## src/rtl/cntr_ctrl.sv

```systemverilog
// cntr_ctrl: start/stop/pause controlled up-counter with terminal detect.
// Runs from load_val up to term_val (wrapping modulo 2^WIDTH), pulses done
// for one cycle on completion, then returns to IDLE.
// Compile-time option: define CNTR_CTRL_AUTORELOAD_EN to make DONE reload
// load_val and re-enter RUN, giving periodic done pulses until stop.
module cntr_ctrl #(
    parameter int unsigned WIDTH = 8
) (
    input  logic             clk,
    input  logic             reset,
    input  logic             start,
    input  logic             stop,
    input  logic             pause,
    input  logic [WIDTH-1:0] load_val,
    input  logic [WIDTH-1:0] term_val,
    output logic [WIDTH-1:0] count,
    output logic             busy,
    output logic             done,
    output logic [1:0]       state
);

    typedef enum logic [1:0] {
        ST_IDLE = 2'b00,
        ST_RUN  = 2'b01,
        ST_HOLD = 2'b10,
        ST_DONE = 2'b11
    } state_t;

    state_t           r_state;
    state_t           w_state_nxt;
    logic [WIDTH-1:0] r_count;
    logic [WIDTH-1:0] w_count_nxt;
    logic             r_busy;
    logic             r_done;
    logic             w_term_hit;

    assign w_term_hit = (r_count == term_val);

    // Next-state and next-count: stop beats start beats pause; terminal beats pause.
    always_comb begin
        w_state_nxt = r_state;
        w_count_nxt = r_count;
        if (stop) begin
            w_state_nxt = ST_IDLE;
        end else if (start) begin
            w_state_nxt = ST_RUN;
            w_count_nxt = load_val;
        end else begin
            unique case (r_state)
                ST_IDLE: begin
                    w_state_nxt = ST_IDLE;
                end
                ST_RUN: begin
                    if (w_term_hit) begin
                        w_state_nxt = ST_DONE;
                    end else if (pause) begin
                        w_state_nxt = ST_HOLD;
                    end else begin
                        w_count_nxt = r_count + WIDTH'(1);
                    end
                end
                ST_HOLD: begin
                    if (!pause) begin
                        w_state_nxt = ST_RUN;
                    end
                end
                ST_DONE: begin
`ifdef CNTR_CTRL_AUTORELOAD_EN
                    w_state_nxt = ST_RUN;
                    w_count_nxt = load_val;
`else
                    w_state_nxt = ST_IDLE;
`endif
                end
                default: begin
                    w_state_nxt = ST_IDLE;
                end
            endcase
        end
    end

    // State, count and decoded status flags; flags track the registered state.
    always_ff @(posedge clk or posedge reset) begin
        if (reset) begin
            r_state <= ST_IDLE;
            r_count <= '0;
            r_busy  <= 1'b0;
            r_done  <= 1'b0;
        end else begin
            r_state <= w_state_nxt;
            r_count <= w_count_nxt;
            r_busy  <= (w_state_nxt == ST_RUN) || (w_state_nxt == ST_HOLD);
            r_done  <= (w_state_nxt == ST_DONE);
        end
    end

    assign count = r_count;
    assign busy  = r_busy;
    assign done  = r_done;
    assign state = r_state;

endmodule

```

## config.mk

```make
export PLATFORM = sky130hd
export DESIGN_NAME = cntr_ctrl
export DESIGN_NICKNAME = d
export VERILOG_FILES = /design/src/rtl/cntr_ctrl.sv
export SDC_FILE = /design/constraint.sdc
export NUM_CORES = 1
export LEC_CHECK = 0
export CAP_MARGIN = 40
export CORE_UTILIZATION = 28
export CTS_BUF_LIST = sky130_fd_sc_hd__clkbuf_8 sky130_fd_sc_hd__clkbuf_16
export CTS_CLUSTER_SIZE = 40
export DETAILED_ROUTE_END_ITERATION = 10
export GPL_TIMING_DRIVEN = 0
export SYNTH_ARGS = -nofsm -noshare
export SYNTH_HDL_FRONTEND = slang
export SYNTH_SLANG_ARGS = --single-unit
```

## constraint.sdc

```tcl
create_clock -name clk -period 2.1 [get_ports clk]
set_clock_uncertainty 0.15 [all_clocks]
set_input_delay 0.63 -clock clk [delete_from_list [all_inputs] [get_ports clk]]
set_output_delay 0.63 -clock clk [all_outputs]
set_load 0.01 [all_outputs]
```

==> results.md <==
- Met2 Usage GRT: about a quarter
- Worst r2r dst: count[2]
- Crit path max-delay family: buffers and inverters
- Setup slack, reg-to-reg: 80 ps
- WP buf/inv: 1
- Final wirelength: ~2.5 mm
- # setup viols final: 0
- CP max-delay cell: clkdlybuf4s50_1
- Initial Utilization: between 30% and 40%
- Critical path peak fanout: 8
- Fin crit period: between 2000 and 2500 ps
- Finished Cell Area: around 1400 um2
- Total grt overflow: 0
- Post-Syn Area: 854.6 um2
- Die footprint: between 3000 and 4000 um2
- Register area share after synthesis: approximately a third
- Hold_sp: count[6]
- RePlAce Congestion: 0.8583
- Drt pass-1 iters: 7
- Setup_tns: 0 ps
- WHS Path Cells: 2
- # rows: 19
- Critical path class: register to output pin
- Non-Filler Instances: 165
- Fin nets: 158
- Arrival time worst endpoint: ~1300 ps
- Most frequent cells after synthesis: 12 x dfrtp_1, 8 x xor2_1, 7 x a21oi_1, 7 x nor2_1
- Worst path required time: 1320 ps
- Worst path cell trace: clkdlybuf4s50_1
- Max_cap viols: 0
- Port bufs: 31
- Worst hold path type: register to register
- Cells after Synth: a little over 90
- Final Cycle Share: 97.57%
- Post-route DRC: 3
- Via Count: 874
- Area growth, synth to finish: 61.93%
- Setup crit start: count[1]
- Cell variety after synth: 36
- Worst slew pin tran: 491.8 ps
- CP endpoint kind: output pin
- R2r startpoint: count[2]
- Worst-Skew Late Latency: 240 ps
- Placed cell areas: between 1000 and 1500 um2
- Final hold vios: 0
- Antenna Nets Post-Route: 0
- Setup crit start kind: register
- CP peak stage delay: ~570 ps
- Met3 GRT Util: between 4 and 5%
- Core area: ~2800 um2
- Antenna Cells: 0
- Peak VDD IR: about 0.47 mV
- H-tree depth: 1
- Synth warn: 0
- Synthesized net count: ~120
- Slew Viols, Final: 0
- Maximum clock frequency: 488.0 MHz
- GR Util met1: 23.50%
- DR WL/cell: between 15 and 20 um
- Share of flip-flops with an asynchronous set or reset: 100.0%
- GR peak layer: met2
- Min-Delay Endpoint: count[6]
- First-pass GRT wire length: approximately 4.1 mm
- Post-synth EDFFs: 0
- Layout cell share with drive strength beyond 1: about a third
- Leading area contributor after synthesis: dfrtp_1
- Post-DP HPWL: roughly 1.8 mm
- Top-area cell type share of the netlist area: a little over a third
- Hold-fix buffers, CTS: 0
- Die height: 57.25 um
- Clock Sinks: 12
- Power per cell area: roughly 660 nW/um2
- Primary FF master, synth: dfrtp_1
- Slew Limit Headroom: 67.17%
- CTS buffer count: 3
- Largest net degree at the start of global routing: 13
- Most common cell in the netlist: dfrtp_1
- Post-placement cell count: approximately 150
- Avg Cell Area, Syn: roughly 9.3 um2
- Status: complete, but fails checks
- Ranking of synthesized cells by area: dfrtp_1 35%, xor2_1 8.2%, nor4_4 5.0%
- Die width: ~57 um
- Iter 0 DRT Violations: 28
- Violated checks: design-rule violations
- Reg2reg path depth: 7
- CTS tree: yes
- Root Buffer: clkbuf_8
- CTS max path bufs: 2
- Ports: 33
- Vias in the first global route: about 850
- Fin util: between 40% and 50%
- Leak pwr: around 0.00058 uW
- Initial antenna violation count: 0
- Total global-route track usage: between 15 and 20%
- Flops & latches, synth: 12
- Reg clk slew, reported paths: ~60 ps
- Vias per cell: 5.297
power by group:
| group | internal, uW | leakage, uW | total (uW) | switching [uW] |
|---|---|---|---|---|
| clock network | 166 | 0.0000288 | 260 | 94.0 |
| registers | 264 | 0.000138 | 321 | 57.7 |
| logic | 173 | 0.000414 | 325 | 152 |
| total | 603 | 0.000580 | 906 | 304 |
cell type report:
cell class | instances | area (um2)
Fill cell | 283 | 1445
Multi-Input combinational cell | 71 | 603.1
Timing Repair Buffer | 38 | 324.1
Sequential cell | 12 | 309.0
Clock buffer | 4 | 55.05
Tap cell | 31 | 38.79
Buffer | 3 | 27.53
Inverter | 6 | 26.28
placed cells by master, fill, tap and decap left out, types with 3 or more instances in the layout:
cell type and count:
clkbuf_8 4, dfrtp_1 5, a21oi_1 5, nor3_1 3, a211oi_2 3, clkdlybuf4s50_1 21
nand2_1 6, o22ai_1 3, and3_1 4, dfrtp_2 7, inv_1 5, nor2_1 7
xor2_2 8, clkbuf_2 7, buf_4 7
repair_timing:
action,CTS,global route
setup buffers,5,1
gates cloned,1,0
resized for setup,32,22
pin swaps,10,11
endpoints found under the setup margin,13,10
sequential cells by signal, indices dropped and copies added, names as in the netlist:
name	cells
count	8
state	2
busy	1
done	1
cell families after synthesis:
group	count (synthesis)	synth area share [%]
fa+ha+maj	2	2.928
mux	2	2.343
xor+xnor	8	8.199
buf+inv	9	5.124
flops	12	35.14
simple gates	30	21.67
compound gates	29	24.60
routing by layer:
| metal | up-vias | wire, um |
|---|---|---|
| met4 | 0 | 24 |
| met3 | 2 | 150 |
| li1 | 421 | - |
| met2 | 28 | 1145 |
| met1 | 423 | 1181 |
| met5 | - | 0 |
through the flow:
step	hold WS (ps)	total power [uW]	setup WS (ps)
global placement	459.4	593.3	-546.7
global route	487.5	954.9	-0.5531
CTS	467.1	905.9	14.09
finish	461.6	906.4	51.00
floorplan	344.7	465.4	41.98
detailed placement	462.2	598.6	-563.2
worst max-delay path by stage:
stage | endpoint | cells after the start
6_report | count[1] | 1
5_1_grt | count[4] | 7
4_1_cts | count[6] | 1
3_5_place_dp | busy | 7
3_3_place_gp | busy | 7
2_1_floorplan | busy | 6
Note: power is estimated with default switching activity, not from simulation.
==> RTL change (same flow settings) <==
The output `done` loses its register stage (`r_done` becomes a continuous assignment).
--- a/src/rtl/cntr_ctrl.sv
+++ b/src/rtl/cntr_ctrl.sv
@@ -85,14 +85,14 @@
             r_state <= ST_IDLE;
             r_count <= '0;
             r_busy  <= 1'b0;
-            r_done  <= 1'b0;
         end else begin
             r_state <= w_state_nxt;
             r_count <= w_count_nxt;
             r_busy  <= (w_state_nxt == ST_RUN) || (w_state_nxt == ST_HOLD);
-            r_done  <= (w_state_nxt == ST_DONE);
         end
     end
+
+    assign r_done = (w_state_nxt == ST_DONE);
 
     assign count = r_count;
     assign busy  = r_busy;
Behaviour: not the same (a bounded check fails within 4 cycles, from zero or initial values and one cycle with reset high).
==> RTL change against the original RTL <==
- the flow finishes with violations (setup timing)
- total power fell by 0.93%
- synthesized area is 7.8% lower
- sequential cell count is 1 lower
- cell area up 7.4%
- sequential share of layout area decreased by 3.3 points
- setup slack worse by 850 ps
- cell count unchanged
- count of clock-buffer cells in the layout is 1 lower
- register-to-register slack lost 650 ps
- routed wire length shrank 3.2%
- global-route usage rose by 2.4 points
- sequential power decreased by 8.7%
==> RTL change: results (changes against the original RTL) <==
[placed_design]
dp_cells = 142  ; -7.8%
place_hpwl_mm = 1.58  ; -10%
gp_congestion = 0.728  ; -15%

[outcome]
violations = setup timing
status = finished with violations

[setup_path]
r2r_slack_ps = -570  ; -650 ps
critPathMaxFanout = 3  ; -5
r2r-start = count[5]
cpPeakStageDelay_ps = 300  ; -270 ps
cpMaxStageDelayCell = nor4_4
arrival_ps = 2120  ; +850 ps

[finish]
n_fill_cell = 232  ; -18%
nets = 159  ; +0.63%

[sta]
setup_viol = 3  ; +3
finalWorstSetupSlack_ps = -796  ; -847 ps
slew_headroom = 0.705  ; +0.0331
setup_tns_ps = -1410  ; -1410 ps

[grt]
grt_pass1_wl_mm = 3.76  ; -7.6%
grt_util_met2 = 0.297  ; +0.0434
track_usage = 0.190  ; +0.0237

[detailed_routing]
wl_mm = 2.42  ; -3.2%
drt-initial-drc-count = 18  ; -36%

[yosys]
syn_nets = 103  ; -10%
synthTopCellsByCount = dfrtp_1 (11), xor2_1 (8), nor2_1 (6)
yosysSeqAreaShare = 0.349  ; -0.00218
synth.avg_cell_area_um2 = 9.85  ; +6.1%

[power]
leakage_nw = 0.609  ; +5.0%

RTL change: cell count changes after synthesis, moves of 2 or more:
cell	change
a21o_1	-2
or3_1	+2
a21bo_1	+2
a21oi_1	-2
a211oi_2	-2
and3_1	-4
inv_1	-2
RTL change: routing by layer:
layer	up-vias	part of all wire
met5	-	0
met4	0	0.036
met3	6	0.080
met2	37	0.47
met1	417	0.41
li1	406	-
RTL change: layout make-up:
cell class | count | area share
Tap cell | 30 | 0.0253
Inverter | 5 | 0.0126
Sequential cell | 11 | 0.190
Buffer | 1 | 0.00758
Clock buffer | 3 | 0.0278
Multi-Input combinational cell | 63 | 0.398
Timing Repair Buffer | 51 | 0.336
Clock inverter | 1 | 0.00253
RTL change: through the flow:
stage	hold WS, ps	total power, mW
final	486	0.898
after floorplan	332	0.459
after CTS	497	0.864
after global routing	518	0.947
after global placement	465	0.597
after detailed placement	472	0.601
RTL change: report_power, final:
group / switching [mW] / total [mW] / internal [mW]
combinational: 0.173 / 0.387 / 0.214
sequential: 0.0463 / 0.293 / 0.247
clock: 0.0889 / 0.218 / 0.129
RTL change: worst max-delay path by stage:
stage	slack [ps]	startpoint	to
after floorplan	-620	term_val[0]	done
after global placement	-1760	term_val[0]	done
after detailed placement	-1790	term_val[0]	done
after CTS	-830	count[3]	done
after global routing	-880	term_val[2]	done
final	-800	term_val[2]	done
RTL change: what timing repair did:
action                     in CTS  in global routing
setup endpoints to repair      13                  8
resized for setup              47                 22
pin swaps                      11                  5
buffers inserted               15                  5
RTL change: logic make-up after synthesis:
logic type,synth area share
AO/OA/AOI/OAI,0.233
multiplexers,0.0381
AND/OR/NAND/NOR,0.217
flip-flops,0.349
buffers and inverters,0.0301
XOR/XNOR,0.100
adder cells (fa/ha/maj),0.0317
